File: src/rtl/sram_2p_arbiter.sv
// rtl/sram_2p_arbiter.sv - two-port round-robin arbiter with per-port response FIFOs in front of one SRAM
// Optional macro SRAM_ARB_PERF_EN adds grant and conflict counters.
module sram_2p_arbiter #(
    parameter int AW = 13,
    parameter int DW = 32
) (
    input  logic          clk,
    input  logic          rst_n,
    input  logic          p0_req_valid,
    output logic          p0_req_ready,
    input  logic          p0_req_write,
    input  logic [AW-1:0] p0_req_addr,
    input  logic [DW-1:0] p0_req_wdata,
    output logic          p0_rsp_valid,
    input  logic          p0_rsp_ready,
    output logic [DW-1:0] p0_rsp_rdata,
    input  logic          p1_req_valid,
    output logic          p1_req_ready,
    input  logic          p1_req_write,
    input  logic [AW-1:0] p1_req_addr,
    input  logic [DW-1:0] p1_req_wdata,
    output logic          p1_rsp_valid,
    input  logic          p1_rsp_ready,
    output logic [DW-1:0] p1_rsp_rdata,
    output logic          sram_csbn,
    output logic          sram_wsbn,
    output logic [AW-1:0] sram_waddr,
    output logic [AW-1:0] sram_raddr,
    output logic [DW-1:0] sram_wdata,
`ifdef SRAM_ARB_PERF_EN
    output logic [31:0]   perf_p0_grants,
    output logic [31:0]   perf_p1_grants,
    output logic [31:0]   perf_conflicts,
`endif
    input  logic [DW-1:0] sram_rdata
);

    logic [1:0]    w_req_valid, w_req_write, w_rsp_ready, w_rsp_valid;
    logic [1:0]    w_pop, w_elig, w_cand, w_grant;
    logic          w_both, w_sel, w_any;
    logic [AW-1:0] w_req_addr  [2];
    logic [DW-1:0] w_req_wdata [2];
    logic [DW-1:0] w_push_data [2];

    logic [1:0]    r_occ [2];
    logic [1:0]    r_head, r_infl, r_isw;
    logic [DW-1:0] r_fifo [2][2];
    logic          r_rr;
    logic [AW-1:0] r_addr;
    logic [DW-1:0] r_wdata;

    assign w_req_valid    = {p1_req_valid, p0_req_valid};
    assign w_req_write    = {p1_req_write, p0_req_write};
    assign w_rsp_ready    = {p1_rsp_ready, p0_rsp_ready};
    assign w_req_addr[0]  = p0_req_addr;
    assign w_req_addr[1]  = p1_req_addr;
    assign w_req_wdata[0] = p0_req_wdata;
    assign w_req_wdata[1] = p1_req_wdata;

    // A port may issue only if its response is guaranteed a FIFO slot, counting this cycle's pop.
    always_comb begin
        w_rsp_valid    = '0;
        w_pop          = '0;
        w_elig         = '0;
        w_push_data[0] = '0;
        w_push_data[1] = '0;
        for (int i = 0; i < 2; i++) begin
            w_rsp_valid[i] = rst_n && (r_occ[i] != 2'd0);
            w_pop[i]       = w_rsp_valid[i] & w_rsp_ready[i];
            w_elig[i]      = ({1'b0, r_occ[i]} + {2'b00, r_infl[i]}) < (3'd2 + {2'b00, w_pop[i]});
            w_push_data[i] = r_isw[i] ? '0 : sram_rdata;
        end
    end

    assign w_cand  = w_req_valid & w_elig & {2{rst_n}};
    assign w_both  = &w_cand;
    assign w_grant = w_both ? (r_rr ? 2'b10 : 2'b01) : w_cand;
    assign w_sel   = w_grant[1];
    assign w_any   = |w_grant;

    assign p0_req_ready = w_grant[0];
    assign p1_req_ready = w_grant[1];
    assign p0_rsp_valid = w_rsp_valid[0];
    assign p1_rsp_valid = w_rsp_valid[1];
    assign p0_rsp_rdata = r_fifo[0][r_head[0]];
    assign p1_rsp_rdata = r_fifo[1][r_head[1]];

    assign sram_csbn  = ~w_any;
    assign sram_wsbn  = ~(w_any & w_req_write[w_sel]);
    assign sram_waddr = w_any ? w_req_addr[w_sel] : r_addr;
    assign sram_raddr = sram_waddr;
    assign sram_wdata = w_any ? w_req_wdata[w_sel] : r_wdata;

    always_ff @(posedge clk) begin
        if (!rst_n) begin
            r_rr     <= 1'b0;
            r_infl   <= '0;
            r_isw    <= '0;
            r_head   <= '0;
            r_occ[0] <= '0;
            r_occ[1] <= '0;
            r_addr   <= '0;
            r_wdata  <= '0;
        end else begin
            if (w_both) begin
                r_rr <= ~r_rr;
            end
            r_infl <= w_grant;
            r_isw  <= w_grant & w_req_write;
            if (w_any) begin
                r_addr  <= w_req_addr[w_sel];
                r_wdata <= w_req_wdata[w_sel];
            end
            // Write slot is head+occ; occupancy never reaches 2 while a push is pending.
            for (int i = 0; i < 2; i++) begin
                if (r_infl[i]) begin
                    r_fifo[i][r_head[i] ^ r_occ[i][0]] <= w_push_data[i];
                end
                r_head[i] <= r_head[i] ^ w_pop[i];
                r_occ[i]  <= r_occ[i] + {1'b0, r_infl[i]} - {1'b0, w_pop[i]};
            end
        end
    end

`ifdef SRAM_ARB_PERF_EN
    logic [31:0] r_perf_g0, r_perf_g1, r_perf_conf;

    always_ff @(posedge clk) begin
        if (!rst_n) begin
            r_perf_g0   <= '0;
            r_perf_g1   <= '0;
            r_perf_conf <= '0;
        end else begin
            r_perf_g0   <= r_perf_g0 + {31'd0, w_grant[0]};
            r_perf_g1   <= r_perf_g1 + {31'd0, w_grant[1]};
            r_perf_conf <= r_perf_conf + {31'd0, w_both};
        end
    end

    assign perf_p0_grants = r_perf_g0;
    assign perf_p1_grants = r_perf_g1;
    assign perf_conflicts = r_perf_conf;
`endif

endmodule

File: config.mk
export PLATFORM = sky130hd
export DESIGN_NAME = sram_2p_arbiter
export DESIGN_NICKNAME = d
export VERILOG_FILES = /design/src/rtl/sram_2p_arbiter.sv
export SDC_FILE = /design/constraint.sdc
export NUM_CORES = 1
export LEC_CHECK = 0
export CAP_MARGIN = 25
export CORE_MARGIN = 1.5
export CORE_UTILIZATION = 51
export CTS_CLUSTER_DIAMETER = 80
export DETAILED_ROUTE_END_ITERATION = 16
export PLACE_DENSITY = 0.86
export SLEW_MARGIN = 15
export SYNTH_ARGS = -nofsm -noshare
export SYNTH_HDL_FRONTEND = slang
export SYNTH_SLANG_ARGS = --single-unit
File: constraint.sdc
create_clock -name clk -period 5.67 [get_ports clk]
set_clock_uncertainty 0.05 [all_clocks]
set_input_delay 0.567 -clock clk [delete_from_list [all_inputs] [get_ports clk]]
set_output_delay 0.567 -clock clk [all_outputs]
set_load 0.05 [all_outputs]
# Yosys cells after proc, flatten, opt, wreduce, memory -nomap -nowiden
# Memory sizes are Yosys's and may differ from the RTL's.
# Cells that the tools add are included.
[word_totals]
reg_bits = 52
ram_bits = 132
in_bits = 130
output_inout_bits = 128
wordCells = 88
mem_count = 2
[memory_table]
columns = ["memory", "depth", "width", "read_ports", "rd_clocked_by_memory_dff", "wr", "line_no", "rtl"]
rows = [
  ["r_fifo", 2, 64, 2, 0, 2, "47", "logic [DW-1:0] r_fifo [2][2];"],
  ["r_occ", 2, 2, 2, 0, 2, "45", "logic [1:0] r_occ [2];"],
]
[classes]
addsub = 8
order_cmp = 10
n_mux = 34
bitwise_logic = 20
reduce_logical = 8
[ops]
columns = ["op", "count"]
rows = [
  ["32-bit 2-to-1 mux", 14],
  ["64-bit 2-to-1 mux", 2],
  ["32-bit demux with 1-bit select", 2],
  ["13-bit 2-to-1 mux", 4],
  ["2-bit greater-or-equal comparator (second input constant)", 5],
  ["1-bit NOT with 2-bit output", 5],
  ["1-bit 2-to-1 mux", 8],
  ["2-bit 2-to-1 mux", 4],
  ["2-bit by 1-bit adder with 3-bit output", 2],
  ["2-bit by 1-bit adder with 3-bit output (first input constant)", 2],
  ["2-bit AND", 3],
  ["3-bit < comparator", 2],
  ["2-bit by 1-bit adder with 2-bit output", 2],
  ["1-bit logical AND", 4],
  ["2-bit by 1-bit < comparator with 1-bit output (second input constant)", 2],
  ["2-bit nonzero test", 2],
  ["2-bit by 1-bit subtractor with 2-bit output", 2],
  ["1-bit XOR", 4],
  ["1-bit AND", 3],
  ["1-bit NOT", 3],
  ["1-bit by 2-bit < comparator with 1-bit output (second input constant)", 1],
  ["1-bit OR", 2],
  ["2-bit AND reduction", 1],
  ["2-bit OR reduction", 1],
]

# Logic depth before layout (Yosys ltp)
# Gate-level depths: netlist (run 1).
[depth]
depth_word = 14
ltp_mapped = 10

# Least setup slack after synthesis (run 1)
# OpenSTA, ideal clock, no wires.
[synth_path]
path_kind = "flip-flop to output port"
start = "memory r_occ[0][0]"
end = "output port sram_wsbn"
arrival_ns = 2.909
setup_slack_ns = 2.144
path_stages_with_launch = 9
path_cell_list = "dfxtp_1 > ha_1 > ha_1 > and4bb_1 > a21o_1 > buf_6 > buf_2 > a21oi_1 > a22oi_1"
[synth_lines]
columns = ["item", "line_no", "rtl"]
rows = [
  ["from (decl)", "45", ""],
  ["to (decl)", "26", "output logic sram_wsbn,"],
]

==> results of run 1 <==
[critical path, cell delays in order (launching register included)]
cell,delay (ps)
dfxtp_1,360
ha_1,200
ha_1,270
and4bb_1,200
a21o_2,420
o21ai_4,410
buf_4,630
o211a_1,250
clkdlybuf4s50_1,830
[worst paths after layout]
check              startpoint            end  slack, ps  depth (start not counted)
setup / recovery  r_occ[0][0]  sram_wdata[9]       1040                          8
hold reg to reg          r_rr           r_rr        530                          2
setup reg to reg  r_occ[0][0]    r_wdata[20]       2660                          7
hold / removal           r_rr           r_rr        530                          2
[where the power goes]
group | switching [uW] | internal, uW
combinational | 1460 | 861
sequential | 74.3 | 1620
clock | 514 | 618
total | 2050 | 3100
[registers in the layout, indices dropped and copies added (netlist names)]
| name | cells |
|---|---|
| r_infl | 2 |
| r_addr | 13 |
| r_fifo | 128 |
| r_wdata | 32 |
| r_isw | 2 |
| r_rr | 1 |
| r_occ | 4 |
| r_head | 2 |
[area by class of cell]
class	count	area, um^2
Multi-Input combinational cell	358	3200
Tap cell	220	275
Clock inverter	14	141
Timing Repair Buffer	269	2700
Clock buffer	18	429
Inverter	7	26.3
Fill cell	1108	4730
Sequential cell	184	4970
[cell families after synthesis]
group	synth area share (%)
buf+inv	4.60
compound gates	17.0
simple gates	9.65
xor+xnor	0.822
flops	58.3
mux	8.46
fa+ha+maj	1.17
[through the flow]
| step | total power (uW) | cells | util, % |
|---|---|---|---|
| final | 5150 | 1070 | 71.3 |
| after global routing | 5340 | 1070 | 71.3 |
| after CTS | 5170 | 1068 | 71.0 |
| after detailed placement | 4030 | 1036 | 67.5 |
| after global placement | 3990 | 1035 | 67.4 |
| after floorplan | 3340 | 618 | - |
[synthesized netlist by cell type (all sizes together)]
master  number
xor2         2
or3         45
dfxtp       56
and3         2
nor2         3
o21ai        1
ha           8
buf         40
nor3         1
a211o       45
and2         8
a21o         2
o211a       47
and4bb       4
o2111a      45
nor2b       64
clkbuf      29
a21oi        5
nand2        2
o21a         3
inv          7
mux2        64
xnor2        6
a22oi        1
edfxtp     128
[metal layers]
layer / global-route usage [%] / part of all wire [%] / routed length, um / vias to the layer above
met3: 6.00 / 7.3 / 1560 / 31
met2: 42.7 / 51 / 10800 / 282
met1: 29.0 / 40 / 8490 / 3040
li1: - / - / - / 2849
met5: 0 / 0 / 0 / -
met4: 7.75 / 2.1 / 438 / 0
==> metrics.md, run 1 <==
| Metric | Value |
|---|---|
| Hold Crit Class | `register to register` |
| GRT Total Usage | `approximately a quarter` |
| Count of pins over their slew limit | `0` |
| Root Driver | `clkbuf_16` |
| Drt initial violations | `376` |
| Leakage | `0.00434 uW` |
| Max rail drop VDD | `about 0.43 mV` |
| Total number of yosys warnings | `0` |
| Nets@finish | `975` |
| Most frequent cells in the layout | `clkdlybuf4s50_1 (256), edfxtp_1 (128), mux2_2 (64), nor2b_1 (64), dfxtp_1 (55)` |
| Post_cts resized | `0` |
| Worst-Skew Late Latency | `420 ps` |
| Chip height | `132 um` |
| First-pass GRT wire length | `33200 um` |
| Die ar. | `between 15000 and 20000 um^2` |
| DIE WIDTH | `132 um` |
| Crit Path Category | `register to output pin` |
| Total CTS buffers | `17` |
| Vias in the first global route | `6339` |
| # rows | `47` |
| Final hold vios | `0` |
| DP Area | `11100 um^2` |
| DR pass1 iterations | `5` |
| Net Count, Synth | `756` |
| CTS Sinks | `184` |
| Final setup TNS | `0 ps` |
| Library cells used by synthesis | `32` |
| Synth top area cells | `edfxtp_1 (45%), dfxtp_1 (13%), mux2_2 (8.5%)` |
| Crit. End Element | `output pin` |
| Clock-pin slew on the worst setup and hold paths | `around 70 ps` |
| Initial Util | `51.7%` |
| Yosys reg bits | `184` |
| Post-synth top area cell | `edfxtp_1` |
| Max Fclk | `216 MHz` |
| Drt wl/cell | `between 15 and 20 um` |
| Commonest non-fill, non-tap cell in the layout | `clkdlybuf4s50_1` |
| IO Pins | `258` |
| Number of post-CTS setup repair buffers | `0` |
| Unrepaired setup endpoints after global routing | `false` |
| Drc violations | `0` |
| Fin crit share | `between 80% and 90%` |
| Fin crit period | `4630 ps` |
| Max H-tree Level | `4` |
| Post-Route WL | `roughly 21000 um` |
| Max-cap viol count | `0` |
| Register area share after synthesis | `between 50 and 60%` |
| Initial antenna violation count | `0` |
| Core Footprint | `16500 um^2` |
| Setup violators final | `0` |
| CP required | `5050 ps` |
| Top cell type's share of synthesized area | `between 40% and 50%` |
| Post-Syn Instances | `618` |
| Largest net degree at the start of global routing | `62` |
| Relative slew slack | `between 30% and 40%` |
| Layout cells sized above 1 | `~14%` |
| Mean cell area of the mapped netlist | `between 10 and 15 um^2` |
| Pre-CTS setup slack | `1340 ps` |
| Placer Congestion | `about 0.8` |
| Hold_ws | `527 ps` |
| Power per cell area | `439 nW/um^2` |
| Total number of vias | `6202` |
| Clk buf depth | `2` |
| CTS tree | `built` |
| Post-Syn Area | `8520 um^2` |
| Final instance area | `11700 um^2` |
| Fin worst setup slack | `1040 ps` |
| Detailed Place HPWL | `14300 um` |
| N_diodes | `0` |
| Crit Path Max Fanout | `61` |
| CTS Hold Bufs | `0` |
| Critical Path AT | `4010 ps` |
| Worst-Margin Slew | `952 ps` |
| Antenna-violating nets left | `0` |
| Global route overflow | `0` |
| Port bufs | `257` |
| Vias per cell | `around 5.8` |
| Status | `complete, no violations` |
| Crit start category | `register` |
| Area growth syn-to-layout | `37.7%` |
(Power assumes the default switching activity.)
==> inputs of run 2 (changes only) <==
--- a/config.mk
+++ b/config.mk
@@ -7,10 +7,10 @@
 export LEC_CHECK = 0
 export CAP_MARGIN = 25
 export CORE_MARGIN = 1.5
-export CORE_UTILIZATION = 51
+export CORE_UTILIZATION = 47
 export CTS_CLUSTER_DIAMETER = 80
 export DETAILED_ROUTE_END_ITERATION = 16
-export PLACE_DENSITY = 0.86
+export PLACE_DENSITY = 0.8
 export SLEW_MARGIN = 15
 export SYNTH_ARGS = -nofsm -noshare
 export SYNTH_HDL_FRONTEND = slang
==> constraint.sdc (replaced) <==
create_clock -name clk -period 4.5 [get_ports clk]
set_clock_uncertainty 0.05 [all_clocks]
set_input_delay 0.45 -clock clk [delete_from_list [all_inputs] [get_ports clk]]
set_output_delay 0.45 -clock clk [all_outputs]
set_load 0.05 [all_outputs]
==> metrics.md, run 2 (synthesized netlist as in run 1, its figures left out) <==
| Metric | Value |
|---|---|
| Vias per cell | `5.67` |
| DIE WIDTH | `138 um` |
| Worst Setup EP | `sram_raddr[11]` |
| Fin crit period | `3710 ps` |
| R2r setup slk | `1780 ps` |
| Final hold vios | `0` |
| Post_cts resized | `0` |
| RR Endpoint | `r_addr[6]` |
| Critical path launch point | `r_occ[0][2]` |
| Crit Path Max Fanout | `29` |
| Crit Path Category | `register to output pin` |
| Crit path depth | `8` |
| Worst-Skew Late Latency | `about 420 ps` |
| Status | `complete, no violations` |
| Cell mode on critical path | `ha_1` |
| First-pass GRT wire length | `32300 um` |
| CP Cell Sequence | `ha_1 > ha_1 > and4bb_1 > a21oi_4 > o21ai_4 > buf_4 > o211a_1 > buf_12` |
| Max Fclk | `270 MHz` |
| Area growth syn-to-layout | `41.0%` |
| Fin crit share | `82.4%` |
| Total CTS buffers | `17` |
| Clock-pin slew on the worst setup and hold paths | `around 70 ps` |
| CP required | `4000 ps` |
| # rows | `49` |
| Unrepaired setup endpoints after global routing | `false` |
| Placer Congestion | `0.836` |
| Hold Crit Class | `input port to register` |
| CTS tree | `built` |
| Max reg flops | `128` |
| DR pass1 iterations | `4` |
| CP max stage cell | `a21oi_4` |
| Detailed Place HPWL | `14500 um` |
| Drc violations | `0` |
| Max H-tree Level | `4` |
| Drt initial violations | `267` |
| GRT Total Usage | `around 22%` |
| Critical Path AT | `about 3200 ps` |
| Fillers | `1231` |
| Number of post-CTS setup repair buffers | `0` |
| Initial Util | `a little under half` |
| Relative slew slack | `between 30% and 40%` |
| Max-cap viol count | `0` |
| Root Driver | `clkbuf_16` |
| Global route overflow | `0` |
| CTS Hold Bufs | `0` |
| Die ar. | `18900 um^2` |
| CP max stage delay | `630 ps` |
| Core Footprint | `17800 um^2` |
| Worst Path Buf+Inv | `2` |
| Clk buf depth | `2` |
| Largest net degree at the start of global routing | `49` |
| Setup violators final | `0` |
| Total number of vias | `approximately 6100` |
| Antenna-violating nets left | `0` |
| Max rail drop VDD | `0.487 mV` |
| Hold_ws | `around 500 ps` |
| Layout cells sized above 1 | `21.0%` |
| Port bufs | `between 200 and 300` |
| Drt wl/cell | `around 20 um` |
| Top delay family on crit path | `compound AO/OA/AOI/OAI gates` |
| Vias in the first global route | `approximately 6200` |
| Crit start category | `register` |
| Power per cell area | `~560 nW/um^2` |
| Reg2Reg Depth | `7` |
| CTS Sinks | `184` |
| Post-Route WL | `21400 um` |
| Most frequent cells in the layout | `clkdlybuf4s50_1 (196), edfxtp_1 (128), mux2_2 (64), nor2b_1 (64), dfxtp_1 (55)` |
| RR Startpoint | `r_occ[0][2]` |
| Nets@finish | `between 900 and 1000` |
| Chip height | `138 um` |
| Leakage | `0.00456 uW` |
| Crit. End Element | `output pin` |
| Count of pins over their slew limit | `0` |
| Final setup TNS | `0 ps` |
| Worst-Margin Slew | `978 ps` |
| N_diodes | `0` |
| Commonest non-fill, non-tap cell in the layout | `clkdlybuf4s50_1` |
| IO Pins | `about 260` |
| Initial antenna violation count | `0` |
## run 2: cell count changes in the layout (fill, tap and decap cells not counted)
cell | before | now
clkinv_8 | 0 | 2
buf_12 | 1 | 34
buf_8 | 1 | 0
inv_6 | 3 | 2
buf_4 | 9 | 39
bufinv_16 | 1 | 0
clkinv_4 | 2 | 4
clkinvlp_4 | 4 | 2
clkdlybuf4s50_1 | 256 | 196
## run 2: metrics by stage
step | std cells | power (uW) | setup slack, ps | utilization [%] | cell area, um^2
global route | 1081 | 7010 | 612 | 67.3 | 12000
finish | 1081 | 6740 | 794 | 67.3 | 12000
floorplan | 618 | 4210 | 1090 | - | 8520
global placement | 1048 | 5310 | 1200 | 64.0 | 11400
CTS | 1080 | 6790 | 770 | 67.2 | 12000
detailed placement | 1048 | 5370 | 1160 | 64.0 | 11400
## run 2: per-layer routing
layer  global-route usage (%)  part of all wire [%]  vias to the layer above
met4                     8.54                   2.7                        0
met1                     27.1                    40                     2980
met5                        0                     0                        -
met2                     37.8                    49                      262
met3                     6.25                   8.5                       33
li1                         -                     -                     2854
## run 2: worst min-delay path by stage
stage	from	end	slack [ps]	cells after the start
final	rst_n	r_rr	490	2
after global routing	rst_n	r_wdata[20]	490	2
after CTS	rst_n	r_rr	470	2
after detailed placement	r_rr	r_rr	530	2
after global placement	r_rr	r_rr	510	2
after floorplan	r_rr	r_rr	500	2
## run 2: power by group
part	leakage, uW	switching [uW]	internal (uW)	total (uW)
combinational	0.00266	1910	1300	3210
clock	0.000270	671	732	1400
sequential	0.00163	87.2	2040	2130
total	0.00456	2670	4070	6740
## run 2: area by class of cell
class	instances	area, um^2	area share (%)
inverters	7	26.3	0.219
clock buffers	18	429	3.57
well taps	229	287	2.39
repair buffers	271	2970	24.7
multi-input cells	358	3200	26.6
clock inverters	14	138	1.15
flip-flops and latches	184	4970	41.3
==> inputs of run 3 (changes only) <==
--- a/config.mk
+++ b/config.mk
@@ -7,10 +7,10 @@
 export LEC_CHECK = 0
 export CAP_MARGIN = 25
 export CORE_MARGIN = 1.5
-export CORE_UTILIZATION = 47
+export CORE_UTILIZATION = 43
 export CTS_CLUSTER_DIAMETER = 80
 export DETAILED_ROUTE_END_ITERATION = 16
-export PLACE_DENSITY = 0.8
+export PLACE_DENSITY = 0.77
 export SLEW_MARGIN = 15
 export SYNTH_ARGS = -nofsm -noshare
 export SYNTH_HDL_FRONTEND = slang
==> constraint.sdc (replaced) <==
create_clock -name clk -period 3.05 [get_ports clk]
set_clock_uncertainty 0.05 [all_clocks]
set_input_delay 0.305 -clock clk [delete_from_list [all_inputs] [get_ports clk]]
set_output_delay 0.305 -clock clk [all_outputs]
set_load 0.05 [all_outputs]
==> metrics.md, run 3 (synthesized netlist as in run 1, its figures left out) <==
| Metric | Value |
|---|---|
| Core Footprint | `19500 um^2` |
| Leakage | `~0.0048 uW` |
| P_int | `6620 uW` |
| Hold Crit Class | `input port to register` |
| CP max stage cell | `a211o_1` |
| Initial Util | `43.8%` |
| Drc violations | `0` |
| Final hold vios | `0` |
| Vias per cell | `5.54` |
| Count of pins over their slew limit | `0` |
| Critical Path AT | `about 2600 ps` |
| Crit Path Max Fanout | `13` |
| GRT Total Usage | `between 20% and 30%` |
| Area growth syn-to-layout | `50.6%` |
| Placer Congestion | `0.777` |
| Fillers | `1414` |
| CTS Hold Bufs | `0` |
| Fin crit period | `approximately 3000 ps` |
| Vias in the first global route | `6095` |
| CP max stage delay | `between 300 and 400 ps` |
| Switching share of power | `just under 40%` |
| Detailed Place HPWL | `14600 um` |
| Reg power frac | `28.8%` |
| Power per cell area | `841 nW/um^2` |
| Port bufs | `between 200 and 300` |
| Initial antenna violation count | `0` |
| Nets@finish | `between 900 and 1000` |
| Fin worst setup slack | `68.6 ps` |
| Max Fclk | `335 MHz` |
| Total number of vias | `6303` |
| Relative slew slack | `61.0%` |
| Crit start category | `register` |
| # rows | `51` |
| Total power | `10800 uW` |
| Max rail drop VDD | `0.556 mV` |
| Max-cap viol count | `0` |
| Max H-tree Level | `4` |
| Number of cells after detailed placement | `around 1100` |
| Largest net degree at the start of global routing | `51` |
| Chip height | `~140 um` |
| Crit. End Element | `output pin` |
| First-pass GRT wire length | `approximately 32000 um` |
| Drt initial violations | `267` |
| Setup violators final | `0` |
| Commonest non-fill, non-tap cell in the layout | `clkdlybuf4s50_1` |
| Clock power frac | `20.1%` |
| Worst-Skew Late Latency | `420 ps` |
| Crit Path Category | `register to output pin` |
| Psw | `4180 uW` |
| Root Driver | `clkbuf_16` |
| Die ar. | `20700 um^2` |
| DR pass1 iterations | `4` |
| Worst-Margin Slew | `585 ps` |
| Fin crit share | `97.8%` |
| Clk buf depth | `2` |
| Comb pwr share | `around half` |
| Clock-pin slew on the worst setup and hold paths | `70 ps` |
| Most frequent cells in the layout | `clkdlybuf4s50_1 (162), edfxtp_1 (128), buf_12 (67)` |
| CP Cell Sequence | `ha_1 > ha_1 > and4bb_4 > a21o_2 > clkbuf_16 > a211o_1 > o211a_1 > buf_12` |
| Max reg flops | `128` |
| Fin cells | `1138` |
| IO Pins | `258` |
| CTS Sinks | `184` |
| Layout cells sized above 1 | `30.4%` |
| CTS tree | `built` |
| DIE WIDTH | `144 um` |
| Final core utilization | `roughly 66%` |
| Status | `complete, no violations` |
| Pre-CTS setup slack | `~370 ps` |
| Antenna-violating nets left | `0` |
| Global route overflow | `0` |
| Post-Route WL | `23100 um` |
| CP required | `approximately 2700 ps` |
| Total CTS buffers | `17` |
| Drt wl/cell | `~20 um` |
| Cell mode on critical path | `ha_1` |
-- run 3: changes by cell type in the layout (fill, tap and decap cells not counted), moves of 13 or more --
cell and delta:
or3_4 +15, o211a_1 -13, or3_1 -15, buf_12 +33
clkdlybuf4s50_1 -34, o211a_4 +13
-- run 3: area by class of cell --
cell class / instances / area [um^2] / area share (%)
repair buffers: 288 / 3510 / 27.3
inverters: 7 / 26.3 / 0.205
flip-flops and latches: 184 / 4970 / 38.7
clock inverters: 15 / 171 / 1.34
diodes: 2 / 5.00 / 0.0390
clock buffers: 17 / 425 / 3.31
multi-input cells: 360 / 3400 / 26.5
well taps: 265 / 332 / 2.58
-- run 3: critical path, delay by kind of cell (launching register included) --
family | cells | cell delay, ps
buffers and inverters | 2 | 350
and+or+nand+nor | 1 | 230
adders and majority gates | 2 | 500
DFF | 1 | 340
AOI/OAI and AO/OA | 3 | 770
-- run 3: power groups by stage --
stage | logic [uW] | clock network [uW] | registers [uW]
floorplan | 3090 | 0 | 3130
global placement | 5150 | 0 | 3150
detailed placement | 5180 | 0 | 3170
CTS | 5240 | 2210 | 3110
global route | 5740 | 2330 | 3140
finish | 5510 | 2170 | 3110
-- run 3: routing by layer --
| layer | routed length [um] | up-vias | track usage (%) |
|---|---|---|---|
| met5 | 0 | - | 0 |
| met4 | 445 | 0 | 6.07 |
| met3 | 1980 | 27 | 8.60 |
| met2 | 11700 | 246 | 35.5 |
| met1 | 9060 | 3128 | 23.5 |
| li1 | - | 2902 | - |
-- run 3: worst paths after layout --
kind                                start            end  slack (ps)  depth (start not counted)
worst max-delay path            r_infl[0]  sram_wdata[8]          70                          8
worst max register to register  r_infl[0]      r_addr[9]         710                          9
worst min register to register       r_rr      r_infl[0]         530                          3
worst min-delay path                rst_n    r_occ[0][3]         230                          2
-- run 3: what timing repair did --
item                                    CTS  global route
buffers inserted                          0             5
endpoints found under the setup margin   42            59
cloned                                    0             8
gates resized for setup                   5            36
pin swaps                                 0            14
-- run 3: per-stage QoR --
stage	hold slack, ps	TNS, ps	area (um^2)
2_1_floorplan	377	0	8520
3_3_place_gp	521	0	11800
3_5_place_dp	526	0	11800
4_1_cts	203	0	12500
5_1_grt	237	-474	12800
6_report	232	0	12800
